===== config.mk =====
export PLATFORM = sky130hd
export DESIGN_NAME = fifo_mem
export DESIGN_NICKNAME = d
export VERILOG_FILES = /design/src/rtl/fifo_param_pkg.sv /design/src/rtl/fifo_mem.sv
export SDC_FILE = /design/constraint.sdc
export NUM_CORES = 1
export LEC_CHECK = 0
export CAP_MARGIN = 20
export CELL_PAD_IN_SITES_DETAIL_PLACEMENT = 1
export CELL_PAD_IN_SITES_GLOBAL_PLACEMENT = 1
export CORE_ASPECT_RATIO = 0.9
export CORE_MARGIN = 10
export CORE_UTILIZATION = 40
export CTS_BUF_LIST = sky130_fd_sc_hd__clkbuf_8 sky130_fd_sc_hd__clkbuf_16
export DETAILED_ROUTE_END_ITERATION = 10
export PLACE_DENSITY_LB_ADDON = 0.1
export SLEW_MARGIN = 5
export SYNTH_ARGS = -nofsm -noshare
export SYNTH_HDL_FRONTEND = slang
export SYNTH_SLANG_ARGS = --single-unit

===== constraint.sdc =====
create_clock -name clk -period 2.8 [get_ports clk]
set_input_delay 0.42 -clock clk [delete_from_list [all_inputs] [get_ports clk]]
set_output_delay 0.42 -clock clk [all_outputs]
set_load 0.02 [all_outputs]

===== src/rtl/fifo_param_pkg.sv =====
// Shared default sizing for the FIFO storage block.
package fifo_param_pkg;
  parameter int unsigned FIFO_WIDTH = 8;
  parameter int unsigned FIFO_DEPTH = 16;
endpackage


===== src/rtl/fifo_mem.sv =====
// Circular-buffer FIFO storage with wrap-bit pointers, registered read data
// and one-cycle error pulses for rejected accesses.
module fifo_mem #(
  parameter int unsigned FIFO_WIDTH = fifo_param_pkg::FIFO_WIDTH,
  parameter int unsigned FIFO_DEPTH = fifo_param_pkg::FIFO_DEPTH
) (
  input  logic                  clk,
  input  logic                  n_rst,
  input  logic                  mem_wr_en,
  input  logic [FIFO_WIDTH-1:0] fifo_wr_data,
  input  logic                  mem_rd_en,
  output logic [FIFO_WIDTH-1:0] fifo_rd_data,
  output logic                  mem_full,
  output logic                  mem_empty,
  output logic                  mem_wr_err,
  output logic                  mem_rd_err
);

  localparam int unsigned AW = $clog2(FIFO_DEPTH);

  logic [FIFO_WIDTH-1:0] mem_q [FIFO_DEPTH];

  logic [AW:0]           wr_ptr_q, wr_ptr_d;
  logic [AW:0]           rd_ptr_q, rd_ptr_d;
  logic [FIFO_WIDTH-1:0] rd_data_q, rd_data_d;
  logic                  wr_err_q, wr_err_d;
  logic                  rd_err_q, rd_err_d;

  logic                  rd_acc;
  logic                  wr_acc;

  assign mem_empty = (wr_ptr_q == rd_ptr_q);
  assign mem_full  = (wr_ptr_q[AW-1:0] == rd_ptr_q[AW-1:0]) &&
                     (wr_ptr_q[AW] != rd_ptr_q[AW]);

  // A read frees a slot in the same cycle, so a full FIFO still accepts a write.
  assign rd_acc = mem_rd_en && !mem_empty;
  assign wr_acc = mem_wr_en && (!mem_full || rd_acc);

  always_comb begin
    wr_ptr_d  = wr_ptr_q;
    rd_ptr_d  = rd_ptr_q;
    rd_data_d = rd_data_q;
    wr_err_d  = mem_wr_en && !wr_acc;
    rd_err_d  = mem_rd_en && mem_empty;
    if (wr_acc) begin
      wr_ptr_d = wr_ptr_q + {{AW{1'b0}}, 1'b1};
    end
    if (rd_acc) begin
      rd_ptr_d  = rd_ptr_q + {{AW{1'b0}}, 1'b1};
      rd_data_d = mem_q[rd_ptr_q[AW-1:0]];
    end
  end

  always_ff @(posedge clk or negedge n_rst) begin
    if (!n_rst) begin
      wr_ptr_q  <= '0;
      rd_ptr_q  <= '0;
      rd_data_q <= '0;
      wr_err_q  <= 1'b0;
      rd_err_q  <= 1'b0;
    end else begin
      wr_ptr_q  <= wr_ptr_d;
      rd_ptr_q  <= rd_ptr_d;
      rd_data_q <= rd_data_d;
      wr_err_q  <= wr_err_d;
      rd_err_q  <= rd_err_d;
    end
  end

  // Storage is deliberately left out of reset.
  always_ff @(posedge clk) begin
    if (wr_acc) begin
      mem_q[wr_ptr_q[AW-1:0]] <= fifo_wr_data;
    end
  end

  assign fifo_rd_data = rd_data_q;
  assign mem_wr_err   = wr_err_q;
  assign mem_rd_err   = rd_err_q;

endmodule


==> impl_metrics.toml <==
[drt]
vias = 2975
post_drt_wl_per_cell_um = 23.47
vias_per_cell = 5.322
drt_iter0_markers = 208
drtAntennaViolNets = 0
routed_wl_um = 13120
dr.pass1.iters = 4
route.detailed.drc = 0

[setup_path]
cp.depth = 4
crit_chain = "xnor2_1 -> nand4_1 -> nor2_1 -> clkdlybuf4s50_1"
reg2reg_from = "wr_ptr_q[1]"
reg2regPathDepth = 4
reg2reg_slack_ns = 0.48
crit_fanout = 7
arrival_ns = 2.19
critPathCaptureType = "output port"
crit_buf_inv = 1
slowest_stage = "clkdlybuf4s50_1"
critPathRequiredTime_ns = 2.38
critical_path.top_delay_family = "buffers and inverters"
setup.worst_path.class = "flop to output port"
r2r-end = "mem_q[9][7]"
start_kind = "flop"
worst_path_largest_cell_delay_ns = 0.63

[power]
pwr_density_cell_nw_per_um2 = 1069
leakage_nw = 2.505
ir_worst_vdd_uv = 483.1

[timing]
worst_slew_pin_slew_ns = 0.8864
clock_skew_ns = 0.009621
post-route-period-util = 0.9323
finalHoldViolCount = 0
max_freq_mhz = 383.1
rsz0062_at_grt = "false"
min_period_ns = 2.610
finalMaxSlewViolations = 0
whs_ns = 0.3405
slew_headroom = 0.4079
finalSetupTns_ns = 0
setup-violations-final = 0

[placement]
dp_hpwl_um = 8809
place_area_um2 = 6534
io_buffers = 23
gp_congestion = 0.7425

[grt]
grt.total_usage = 0.1373
grt_pass1_wl_um = 20090
grt_overflow = 0
grt_pass1_vias = 3142
antenna_found_initial = 0
grt_max_degree = 32

[synthesis]
ys_seq_area_frac = 0.7185
synth_flop_cell = "edfxtp_1"
avgSynthCellArea_um2 = 19.57
ys_ff_latch = 148
syn_inst = 309
syn-num-nets = 326
async_reset_ff_frac = 0.1351
synth_edf_count = 128
syn_area_um2 = 6046
ys_types = 33
yosysWarnings = 0

[cts]
clock-sinks = 148
cts_tree = "done"
htree_levels = 4
cts_buffers = 17
clk_pin_slew_ns = 0.06
cts_buffer_depth = 2
clk_latency_ns = 0.42
root_buffer = "clkbuf_16"
ctsHoldBuffers = 0

[outcome]
status = "completed"

[layout]
multi_input_area_um2 = 1597
antenna_cells = 0
layout.nets = 365
final_core_util = 0.4840
drive_above_1_share = 0.2078
stdcell_area_um2 = 7147
synthToLayoutAreaGrowth_pct = 18.21
final.fill_count = 1328
seqCellArea_um2 = 4345

[die]
dieHeight_um = 136.6
coreArea_um2 = 14770
die_area_um2 = 20440
die_w_um = 149.6
rows = 42
start_util = 0.4094
ios = 24

[job]
maxCapViolCount = 0

[hold_path]
min_path_type = "primary input to asynchronous set/reset pin"
[what timing repair did]
item,4_1_cts,5_1_grt
endpoints found under the setup margin,0,1
buffers inserted,0,3
resized for setup,0,0
[cells in the final DEF, fill, tap and decap left out, drive strengths merged, types with 2 or more instances in the layout]
cell,count
edfxtp,128
mux4,24
clkdlybuf4s50,23
clkbuf,21
dfrtp,20
mux2,18
mux2i,16
buf,15
xnor2,13
and3,13
nand2b,8
a221oi,8
a22o,8
inv,5
nor2,5
ha,5
clkinv,5
nor2b,4
and4,3
o211ai,3
nand2,2
clkinvlp,2
bufinv,2
o311ai,2
[worst max-delay path by stage]
stage	to	from
floorplan	mem_q[3][0]	rd_ptr_q[1]
global placement	mem_q[9][0]	mem_rd_en
detailed placement	mem_q[9][0]	mem_rd_en
CTS	mem_empty	wr_ptr_q[1]
global route	mem_empty	wr_ptr_q[1]
finish	mem_empty	wr_ptr_q[1]
[synth_stat cells (2+ instances only)]
| cell type | n | area [um2] |
|---|---|---|
| nor2_1 | 5 | 18.77 |
| mux2_2 | 18 | 202.7 |
| mux4_1 | 14 | 367.9 |
| buf_6 | 2 | 22.52 |
| dfrtp_1 | 20 | 500.5 |
| a221oi_1 | 8 | 70.07 |
| buf_2 | 6 | 30.03 |
| nor2b_1 | 4 | 25.02 |
| inv_1 | 3 | 11.26 |
| nand2b_1 | 8 | 50.05 |
| edfxtp_1 | 128 | 3844 |
| buf_1 | 3 | 11.26 |
| o211ai_1 | 3 | 22.52 |
| and4_1 | 3 | 26.28 |
| clkbuf_1 | 6 | 22.52 |
| ha_1 | 5 | 62.56 |
| a22o_1 | 8 | 70.07 |
| mux2i_1 | 16 | 160.2 |
| xnor2_1 | 13 | 113.9 |
| nand2_1 | 2 | 7.510 |
| and3_1 | 13 | 81.33 |
| mux4_2 | 10 | 225.2 |
[cells by family (layout without fill, tap and decap cells)]
group / count (synthesis) / after routing / share of synthesized area
flip-flops: 148 / 148 / 0.7185
multiplexers: 58 / 58 / 0.1581
AND/OR/NAND/NOR: 39 / 39 / 0.03891
AO/OA/AOI/OAI: 24 / 24 / 0.03643
buffers and inverters: 21 / 73 / 0.01738
XOR/XNOR: 14 / 14 / 0.02028
adder cells (fa/ha/maj): 5 / 5 / 0.01035
[through the flow]
step / std cells / setup WS (ns) / total power [mW]
after global placement: 524 / 0.3383 / 5.425
after detailed placement: 524 / 0.3584 / 5.451
after CTS: 556 / 0.1451 / 7.707
final: 559 / 0.1897 / 7.637
after global routing: 559 / 0.05587 / 8.026
after floorplan: 309 / 0.5229 / 4.582
[state kept, by name, summed over array words and instances, names as in the netlist]
register	count
mem_q	128
rd_ptr_q	5
mem_rd_err	1
mem_wr_err	1
wr_ptr_q	5
fifo_rd_data	8
[power by group]
group,internal (mW),switching [mW],total [mW]
logic,1.18,1.32,2.50
clock network,1.39,0.842,2.23
registers,2.74,0.165,2.90
[routing by layer]
metal  share of wire  wire length (um)  vias to the layer above  global-route usage
li1                -                 -                     1341                   -
met2            0.45              5896                       50              0.1999
met3           0.031               412                       14             0.03863
met5               0                 0                        -                   0
met1            0.51              6632                     1570              0.1890
met4           0.014               180                        0             0.05719
[cell type report]
class,count,area share
Clock buffer,21,0.06723
Clock inverter,11,0.01541
Inverter,3,0.001576
Multi-Input combinational cell,140,0.2234
Sequential cell,148,0.6080
Tap cell,198,0.03466
Timing Repair Buffer,38,0.04972
Power figures use the tool's default switching activity.
